==> src/rtl/fp32_dot_accumulator_if.sv <==
// Product-in / result-out handshake bundle for one dot-product accumulator lane.
interface fp32_dot_accumulator_if #(
  parameter int CNT_W = 8
);
  logic             i_valid;
  logic             o_ready;
  logic [31:0]      i_prod;
  logic             i_ovf;
  logic             i_last;
  logic             o_valid;
  logic             i_out_ready;
  logic [31:0]      o_sum;
  logic             o_overflow;
  logic [CNT_W-1:0] o_count;

  modport master (
    output i_valid, i_prod, i_ovf, i_last, i_out_ready,
    input  o_ready, o_valid, o_sum, o_overflow, o_count
  );

  modport slave (
    input  i_valid, i_prod, i_ovf, i_last, i_out_ready,
    output o_ready, o_valid, o_sum, o_overflow, o_count
  );
endinterface

==> src/rtl/fp32_dot_accumulator.sv <==
// Sequential FP32 accumulator: sums multiplier products with a 3-cycle
// align/add/normalize datapath (truncating) and presents the element on i_last.
module fp32_dot_accumulator #(
  parameter int CNT_W = 8
) (
  input  logic                  i_clk,
  input  logic                  i_rst,
  fp32_dot_accumulator_if.slave bus
);
  typedef enum logic [2:0] {IDLE, ALIGN, ADD, NORM, OUT} state_t;
  state_t state_q, state_d;

  logic [31:0]      acc_q, prod_q;
  logic             last_q, sticky_q;
  logic [CNT_W-1:0] cnt_q;

  logic             spec_q;
  logic [31:0]      spec_val_q;
  logic             sgn_q, sub_q, zsgn_q;
  logic [7:0]       exp_q;
  logic [26:0]      big_m_q, sml_m_q;
  logic [27:0]      sum_q;

  logic [31:0]      sum_out_q;
  logic             ovf_out_q;
  logic [CNT_W-1:0] cnt_out_q;

  logic accept;

  assign bus.o_ready    = (state_q == IDLE) && !i_rst;
  assign bus.o_valid    = (state_q == OUT);
  assign bus.o_sum      = sum_out_q;
  assign bus.o_overflow = ovf_out_q;
  assign bus.o_count    = cnt_out_q;
  assign accept         = bus.i_valid && bus.o_ready;

  always_ff @(posedge i_clk or posedge i_rst) begin
    if (i_rst) state_q <= IDLE;
    else       state_q <= state_d;
  end

  always_comb begin
    state_d = state_q;
    case (state_q)
      IDLE:    if (accept) state_d = ALIGN;
      ALIGN:   state_d = ADD;
      ADD:     state_d = NORM;
      NORM:    state_d = last_q ? OUT : IDLE;
      OUT:     if (bus.i_out_ready) state_d = IDLE;
      default: state_d = IDLE;
    endcase
  end

  function automatic logic [4:0] lzc27(input logic [26:0] v);
    logic [4:0] n;
    n = 5'd27;
    for (int i = 0; i < 27; i++) if (v[i]) n = 5'(26 - i);
    return n;
  endfunction

  // Align: the larger magnitude becomes the base so subtraction never goes negative
  logic        a_ge, nan_a, nan_b, inf_a, inf_b, spec_d;
  logic [31:0] big, sml, spec_val_d;
  logic [7:0]  big_e, sml_e, diff;
  logic [23:0] sml_man;
  logic [26:0] big_m_d, sml_sh;

  always_comb begin
    a_ge    = acc_q[30:0] >= prod_q[30:0];
    big     = a_ge ? acc_q : prod_q;
    sml     = a_ge ? prod_q : acc_q;
    big_e   = (big[30:23] == 8'd0) ? 8'd1 : big[30:23];
    sml_e   = (sml[30:23] == 8'd0) ? 8'd1 : sml[30:23];
    diff    = big_e - sml_e;
    big_m_d = {big[30:23] != 8'd0, big[22:0], 3'b000};
    sml_man = {sml[30:23] != 8'd0, sml[22:0]};
    sml_sh  = (diff >= 8'd27) ? 27'd0 : ({sml_man, 3'b000} >> diff);
    nan_a   = (&acc_q[30:23])  && (|acc_q[22:0]);
    nan_b   = (&prod_q[30:23]) && (|prod_q[22:0]);
    inf_a   = (&acc_q[30:23])  && !(|acc_q[22:0]);
    inf_b   = (&prod_q[30:23]) && !(|prod_q[22:0]);
    spec_d  = nan_a || nan_b || inf_a || inf_b;
    spec_val_d = prod_q;
    if (nan_a || nan_b || (inf_a && inf_b && (acc_q[31] != prod_q[31])))
      spec_val_d = 32'h7FC00000;
    else if (inf_a)
      spec_val_d = acc_q;
  end

  logic [27:0] add_d;
  always_comb begin
    add_d = sub_q ? ({1'b0, big_m_q} - {1'b0, sml_m_q})
                  : ({1'b0, big_m_q} + {1'b0, sml_m_q});
  end

  // Normalize and truncate; guard bits below nm[3] are simply dropped
  logic [4:0]        lz;
  logic [26:0]       nm;
  logic signed [9:0] ne;
  logic [31:0]       res;
  logic              res_ovf;
  logic              unused_bits;

  always_comb begin
    lz      = lzc27(sum_q[26:0]);
    nm      = sum_q[26:0] << lz;
    ne      = $signed({2'b00, exp_q}) - $signed({5'b00000, lz});
    if (sum_q[27]) begin
      nm = sum_q[27:1];
      ne = $signed({2'b00, exp_q}) + 10'sd1;
    end
    res     = {sgn_q, ne[7:0], nm[25:3]};
    res_ovf = 1'b0;
    if (spec_q) begin
      res     = spec_val_q;
      res_ovf = 1'b1;
    end else if (sum_q == 28'd0 || ne <= 10'sd0) begin
      res = {zsgn_q, 31'd0};
    end else if (ne >= 10'sd255) begin
      res     = {sgn_q, 8'hFF, 23'd0};
      res_ovf = 1'b1;
    end
  end

  assign unused_bits = ^{nm[26], nm[2:0]};

  always_ff @(posedge i_clk or posedge i_rst) begin
    if (i_rst) begin
      acc_q      <= '0;
      prod_q     <= '0;
      last_q     <= 1'b0;
      sticky_q   <= 1'b0;
      cnt_q      <= '0;
      spec_q     <= 1'b0;
      spec_val_q <= '0;
      sgn_q      <= 1'b0;
      sub_q      <= 1'b0;
      zsgn_q     <= 1'b0;
      exp_q      <= '0;
      big_m_q    <= '0;
      sml_m_q    <= '0;
      sum_q      <= '0;
      sum_out_q  <= '0;
      ovf_out_q  <= 1'b0;
      cnt_out_q  <= '0;
    end else begin
      case (state_q)
        IDLE: if (accept) begin
          prod_q   <= bus.i_prod;
          last_q   <= bus.i_last;
          sticky_q <= sticky_q | bus.i_ovf;
          if (cnt_q != '1) cnt_q <= cnt_q + 1'b1;
        end
        ALIGN: begin
          spec_q     <= spec_d;
          spec_val_q <= spec_val_d;
          sgn_q      <= big[31];
          sub_q      <= big[31] ^ sml[31];
          zsgn_q     <= big[31] & sml[31];
          exp_q      <= big_e;
          big_m_q    <= big_m_d;
          sml_m_q    <= sml_sh;
        end
        ADD: sum_q <= add_d;
        NORM: begin
          acc_q    <= res;
          sticky_q <= sticky_q | res_ovf;
          if (last_q) begin
            sum_out_q <= res;
            ovf_out_q <= sticky_q | res_ovf;
            cnt_out_q <= cnt_q;
          end
        end
        OUT: if (bus.i_out_ready) begin
          acc_q    <= '0;
          cnt_q    <= '0;
          sticky_q <= 1'b0;
        end
        default: ;
      endcase
    end
  end
endmodule

==> src/flat_wrapper.sv <==
// flat-port wrapper written by rule: the top's interface ports become plain ports
module fp32_dot_accumulator_flat 
#(
  parameter int CNT_W = 8
)
  (i_clk, i_rst, bus_i_valid, bus_i_prod, bus_i_ovf, bus_i_last, bus_i_out_ready, bus_o_ready, bus_o_valid, bus_o_sum, bus_o_overflow, bus_o_count);
  fp32_dot_accumulator_if #(.CNT_W(CNT_W)) bus_i ();
  input  logic i_clk;
  input  logic i_rst;
  input wire logic [$bits(bus_i.i_valid)-1:0] bus_i_valid;
  input wire logic [$bits(bus_i.i_prod)-1:0] bus_i_prod;
  input wire logic [$bits(bus_i.i_ovf)-1:0] bus_i_ovf;
  input wire logic [$bits(bus_i.i_last)-1:0] bus_i_last;
  input wire logic [$bits(bus_i.i_out_ready)-1:0] bus_i_out_ready;
  output wire logic [$bits(bus_i.o_ready)-1:0] bus_o_ready;
  output wire logic [$bits(bus_i.o_valid)-1:0] bus_o_valid;
  output wire logic [$bits(bus_i.o_sum)-1:0] bus_o_sum;
  output wire logic [$bits(bus_i.o_overflow)-1:0] bus_o_overflow;
  output wire logic [$bits(bus_i.o_count)-1:0] bus_o_count;
  assign bus_i.i_valid = bus_i_valid;
  assign bus_i.i_prod = bus_i_prod;
  assign bus_i.i_ovf = bus_i_ovf;
  assign bus_i.i_last = bus_i_last;
  assign bus_i.i_out_ready = bus_i_out_ready;
  assign bus_o_ready = bus_i.o_ready;
  assign bus_o_valid = bus_i.o_valid;
  assign bus_o_sum = bus_i.o_sum;
  assign bus_o_overflow = bus_i.o_overflow;
  assign bus_o_count = bus_i.o_count;
  fp32_dot_accumulator #(.CNT_W(CNT_W)) u_core (.i_clk(i_clk), .i_rst(i_rst), .bus(bus_i));
endmodule
==> config.mk <==
export PLATFORM = sky130hd
export DESIGN_NAME = fp32_dot_accumulator_flat
export DESIGN_NICKNAME = d
export VERILOG_FILES = /design/src/rtl/fp32_dot_accumulator_if.sv /design/src/rtl/fp32_dot_accumulator.sv /design/src/flat_wrapper.sv
export SDC_FILE = /design/constraint.sdc
export NUM_CORES = 1
export LEC_CHECK = 0
export ABC_AREA = 1
export CAP_MARGIN = 0
export CORE_MARGIN = 1.5
export CORE_UTILIZATION = 62
export CTS_CLUSTER_DIAMETER = 60
export DETAILED_ROUTE_END_ITERATION = 7
export GPL_TIMING_DRIVEN = 0
export HOLD_SLACK_MARGIN = 0.05
export PLACE_DENSITY = 0.82
export SETUP_SLACK_MARGIN = 0.02
export SLEW_MARGIN = 20
export SYNTH_ARGS = -nofsm -noshare
export SYNTH_HDL_FRONTEND = slang
export SYNTH_SLANG_ARGS = --single-unit
==> constraint.sdc <==
create_clock -name i_clk -period 11.1 [get_ports i_clk]
set_clock_uncertainty 0.2 [all_clocks]
set_input_delay 1.665 -clock i_clk [delete_from_list [all_inputs] [get_ports i_clk]]
set_output_delay 1.665 -clock i_clk [all_outputs]
set_load 0.05 [all_outputs]
==> flow_summary.toml, run 1 <==
[status]
status = "complete, but fails checks"
violations = "design-rule violations"

[clocking]
cts_buffers = 27
post-cts-setup-buffer-count = 0
clock-root-buffer = "clkbuf_16"
ctsHoldBuffers = 0
cts.clk_slew.worst_paths_ps = 60
insertion_delay_ps = 550
tritoncts = "built"
clk_path_buf_depth = 3
cts_sinks = 241
cts_resized = 0
htree_levels = 1

[route]
post-route-drc-count = 33
drt_iter0_markers = 2734
first_pass_iters = 8
drtAntennaViolNets = 0
wire_per_inst_um = 22.30
vias = 18910
drt_wl_total_um = 65400
vias_per_cell = 6.449

[grt]
first_global_vias = 18030
grt_pass1_wl_um = 100700
track_usage_pct = 45.88
grt-busiest-layer = "met2"
grtUsageMet3_pct = 11.67
grt.overflow.total = 0
gr-usage-met1_pct = 58.15
met2_usage_pct = 71.20
antenna_found_initial = 3
grt_max_degree = 104

[place]
hpwl_um = 49350
portBuffers = 80
place_area_um2 = 18370
gp_congestion = 1.076

[logic_synthesis]
synth_commonest_cells = "nand2_1 (712), inv_1 (266), dfrtp_1 (241), nand3_1 (230), o21ai_0 (206)"
syn_inst = 2460
yosys_most_used_dff = "dfrtp_1"
synthesis.nets = 2597
synth_area_um2 = 17070
syn_avg_cell_area_um2 = 6.937
ys_ff_latch = 241
yosys-top-cells-area = "dfrtp_1 (35%), nand2_1 (16%), ha_1 (7.0%), nand3_1 (6.7%), o21ai_0 (6.0%)"
synth_compound_area_share_pct = 16.73
synth_top_family_by_area = "simple AND/OR/NAND/NOR gates"
ys_seq_area_share_pct = 35.34
synthMuxAreaShare_pct = 0.3079
synth_xor_area_share_pct = 1.892
synth_cell_types = 60
synth_edf_count = 0
yosysTopAreaCell = "dfrtp_1"
ys_warn_count = 0
synth.top_cell.area_share_pct = 35.34
synth_most_common_cell = "nand2_1"
async_reset_ff_share_pct = 100.0
synth-simple-area-share_pct = 29.17
synthAdderAreaFrac_pct = 7.391

[timing]
max-slew-margin-rel_pct = 23.80
final-hold-violation-count = 0
slew_viol_final = 0
worst_pin_slew_ps = 1139
setup-tns-final_ps = 0
post-route-period-util_pct = 65.72
rsz0062_at_grt = "false"
setup_viol = 0
period_needed_ps = 7295
max_freq_mhz = 137.1

[worst_setup_path]
max_stage_delay_ps = 440
cp-start-kind = "flip-flop"
path_max_fanout = 10
crit_type = "reg -> reg"
critPathCaptureType = "flip-flop"
arrival_ps = 7550
slowest_stage = "dfrtp_1"
crit_top_cell = "nand2_1"
required_ps = 11360

[final_layout]
nNetsFinal = 2709
syn_to_final_growth_pct = 12.82
drive_gt1_share_pct = 4.672
design_area_um2 = 19250

[die]
rows = 60
die-area_um2 = 28530
die_height_um = 168.9
die_w_um = 168.9
core-area_um2 = 26950
initial_utilization_pct = 63.32
io_pins = 81

[flow_run]
max_cap_violations = 0

[hold_path]
hp-class = "reg -> reg"
-- routing by layer --
layer / share of wire, % / vias to the layer above
met3: 12 / 375
li1: - / 8372
met2: 43 / 1375
met1: 37 / 8783
met4: 7.2 / 4
met5: 0.040 / -
-- registers in the layout, indices dropped and copies added, names as in the netlist --
signal	count
u_core.acc_q	32
u_core.bus.o_sum	32
u_core.prod_q	32
u_core.spec_val_q	32
u_core.sum_q	28
u_core.sml_m_q	27
u_core.big_m_q	24
u_core.bus.o_count	8
u_core.cnt_q	8
u_core.exp_q	8
u_core.state_q	3
u_core.bus.o_overflow	1
u_core.last_q	1
u_core.sgn_q	1
u_core.spec_q	1
u_core.sticky_q	1
u_core.sub_q	1
u_core.zsgn_q	1
-- worst max-delay path, delay by kind of cell, from the launching register on --
family / cells / cell delay, ps
buffers and inverters: 8 / 1480
xor gates and xnor gates: 1 / 100
adders and majority gates: 3 / 950
AOI/OAI and AO/OA: 10 / 1760
DFF: 1 / 440
and+or+nand+nor: 16 / 2300
-- kinds of logic after synthesis --
family,after synthesis
muxes,5
buffers and inverters,393
adders and majority gates,99
and+or+nand+nor,1179
DFF,241
AOI/OAI and AO/OA,507
xor gates and xnor gates,36
-- path summary, 6_finish.rpt --
| check | slack, ps | from | cells past startpoint | endpoint |
|---|---|---|---|---|
| max | 3800 | u_core.prod_q[2]$_DFFE_PP0P_ | 38 | u_core.sml_m_q[20]$_DFFE_PP0P_ |
| min | 280 | u_core.bus.o_sum[5]$_DFFE_PP0P_ | 2 | u_core.bus.o_sum[5]$_DFFE_PP0P_ |
| max reg2reg | 3800 | u_core.prod_q[2]$_DFFE_PP0P_ | 38 | u_core.sml_m_q[20]$_DFFE_PP0P_ |
| min reg2reg | 280 | u_core.bus.o_sum[5]$_DFFE_PP0P_ | 2 | u_core.bus.o_sum[5]$_DFFE_PP0P_ |
| max in group asynchronous | 8090 | i_rst | 4 | u_core.prod_q[6]$_DFFE_PP0P_ |
| min in group asynchronous | 1340 | i_rst | 2 | u_core.bus.o_count[7]$_DFFE_PP0P_ |
-- stage by stage --
step | hold WS [ps] | setup WS (ps) | std cells | utilization (%)
after global placement | 268.5 | 78.56 | 2881 | 67.87
after floorplan | 247.9 | 2619 | 2460 | -
after global routing | 313.1 | 3245 | 2931 | 71.43
final | 284.5 | 3805 | 2932 | 71.43
after detailed placement | 266.8 | 4015 | 2884 | 68.18
after CTS | 289.9 | 3993 | 2931 | 71.41
-- placed cells by master, fill, tap and decap left out, drive strengths merged, types with 3 or more instances in the layout --
cell / n
a21boi: 11
o32a: 3
or2: 3
a32oi: 3
nand3: 232
o21ai: 242
xor2: 32
o31ai: 4
nor4: 14
nand3b: 3
nor2: 148
nor3: 16
o211ai: 13
o21a: 5
o22ai: 19
dfrtp: 241
fa: 3
nand4: 40
nand2: 719
inv: 277
mux2i: 3
clkdlybuf4s50: 80
a31oi: 8
buf: 46
ha: 96
a32o: 12
clkinv: 12
o311ai: 3
clkbuf: 105
o32ai: 10
a21oi: 162
xnor2: 4
-- layout make-up --
cell class / instances / area, um^2
clock buffers: 32 / 714.4
diodes: 1 / 2.502
clock inverters: 15 / 156.4
inverters: 277 / 1047
flip-flops and latches: 241 / 6031
well taps: 341 / 426.7
fillers: 2125 / 7699
plain buffers: 116 / 525.5
repair buffers: 83 / 863.3
multi-input cells: 1826 / 9485
Power of run 1 is not shown: default switching activity piles up to over one toggle a cycle in this logic, so the estimate is an artifact.
==> run 2, diff against run 1 <==
- CORE_UTILIZATION: 62 -> 56
- PLACE_DENSITY: 0.82 -> 0.78
- clock period: 11.1 -> 6.1 ns (I/O delays scaled with it)
==> flow_summary.toml, run 2 (synthesis gave the netlist of run 1 again) <==
[grt]
grt_max_degree = 36
antenna_found_initial = 1
track_usage_pct = 41.54
grt_pass1_wl_um = 98930
first_global_vias = 17380
grt.overflow.total = 0

[worst_setup_path]
critPathCaptureType = "flip-flop"
path_max_fanout = 7
required_ps = 6380
max_stage_delay_ps = 400
slowest_stage = "dfrtp_1"
cp-start-kind = "flip-flop"
crit_type = "reg -> reg"
arrival_ps = 6240
crit_top_cell = "inv_1"

[clocking]
clk_path_buf_depth = 3
htree_levels = 1
cts_buffers = 28
clock-root-buffer = "clkbuf_16"
insertion_delay_ps = 560
cts.clk_slew.worst_paths_ps = 60
tritoncts = "built"
ctsHoldBuffers = 0
cts_sinks = 241

[route]
wire_per_inst_um = 21.83
vias = 18660
first_pass_iters = 8
post-route-drc-count = 0
drt_wl_total_um = 65990
drt_iter0_markers = 2099
drtAntennaViolNets = 0
vias_per_cell = 6.172

[die]
initial_utilization_pct = 57.27
io_pins = 81
die-area_um2 = 31530
rows = 63
die_w_um = 177.6
die_height_um = 177.6
core-area_um2 = 29800

[timing]
rsz0062_at_grt = "true"
setup_viol = 0
max-slew-margin-rel_pct = 39.45
post-route-period-util_pct = 97.71
final-hold-violation-count = 0
max_freq_mhz = 167.8
slew_viol_final = 0
worst_pin_slew_ps = 900.7
period_needed_ps = 5960

[final_layout]
syn_to_final_growth_pct = 18.24
register_area_um2 = 6041
fin_util_pct = 67.72
layout_commonest_cell = "nand2_1"
layout_common_cells = "nand2_1 (693), inv_1 (256), dfrtp_1 (233)"
drive_gt1_share_pct = 9.422
nNetsFinal = 2747
multi_input_comb_area_um2 = 9808
fill_cells = 2532

[place]
gp_congestion = 1.070
hpwl_um = 50560
portBuffers = 80

[flow_run]
max_cap_violations = 0

[status]
status = "finished clean"

[hold_path]
hp-class = "reg -> reg"
[run 2: metal layers]
metal,share of wire [%],routed length [um],track usage (%),vias to the layer above
met5,0.020,13,0,-
met4,5.6,3714,20.17,2
met3,11,7055,9.404,244
met2,44,29350,64.37,1126
met1,39,25860,54.91,8808
li1,-,-,-,8477
[run 2: path summary, 6_finish.rpt]
path,from,end,slack (ps),depth (start not counted)
max reg2reg,u_core.prod_q[27]$_DFFE_PP0P_,u_core.sml_m_q[9]$_DFFE_PP0P_,140,35
min,u_core.bus.o_sum[4]$_DFFE_PP0P_,u_core.bus.o_sum[4]$_DFFE_PP0P_,280,2
max in group asynchronous,i_rst,u_core.prod_q[14]$_DFFE_PP0P_,3830,6
max,u_core.prod_q[27]$_DFFE_PP0P_,u_core.sml_m_q[9]$_DFFE_PP0P_,140,35
min in group asynchronous,i_rst,u_core.bus.o_count[6]$_DFFE_PP0P_,650,2
min reg2reg,u_core.bus.o_sum[4]$_DFFE_PP0P_,u_core.bus.o_sum[4]$_DFFE_PP0P_,280,2
[run 2: cell type report]
type	count	share of cell area [%]
Clock buffer	38	4.111
Inverter	277	5.196
Antenna cell	1	0.01240
Clock inverter	14	0.6821
Tap cell	390	2.418
Buffer	116	2.896
Multi-Input combinational cell	1826	48.61
Sequential cell	241	29.94
Timing Repair Buffer	120	6.139
[run 2: metrics by stage]
stage	instances	TNS (ps)	cell area, um^2	hold slack (ps)	setup WS, ps
after detailed placement	2939	-26860	18550	270.8	-1294
after floorplan	2460	0	17070	247.9	656.7
after CTS	3002	0	19710	286.1	21.68
final	3023	0	20180	284.1	139.7
after global routing	3022	-660.2	20180	301.9	-89.20
after global placement	2930	-26840	18360	263.6	-1236
[run 2: critical path, delay by kind of cell (launching register included)]
| family | cells | cell delay, ps |
|---|---|---|
| compound gates | 9 | 1380 |
| simple gates | 12 | 1650 |
| xor+xnor | 1 | 100 |
| buf+inv | 10 | 1330 |
| flops | 1 | 400 |
| fa+ha+maj | 3 | 840 |
[run 2: what timing repair did]
action | 4_1_cts | 5_1_grt
cloned | 0 | 1
gates resized for setup | 40 | 97
hold endpoints to repair | 0 | 0
endpoints found under the setup margin | 27 | 84
setup buffers | 11 | 19
pin swaps | 10 | 31
Power of run 2 is left out for the same reason.
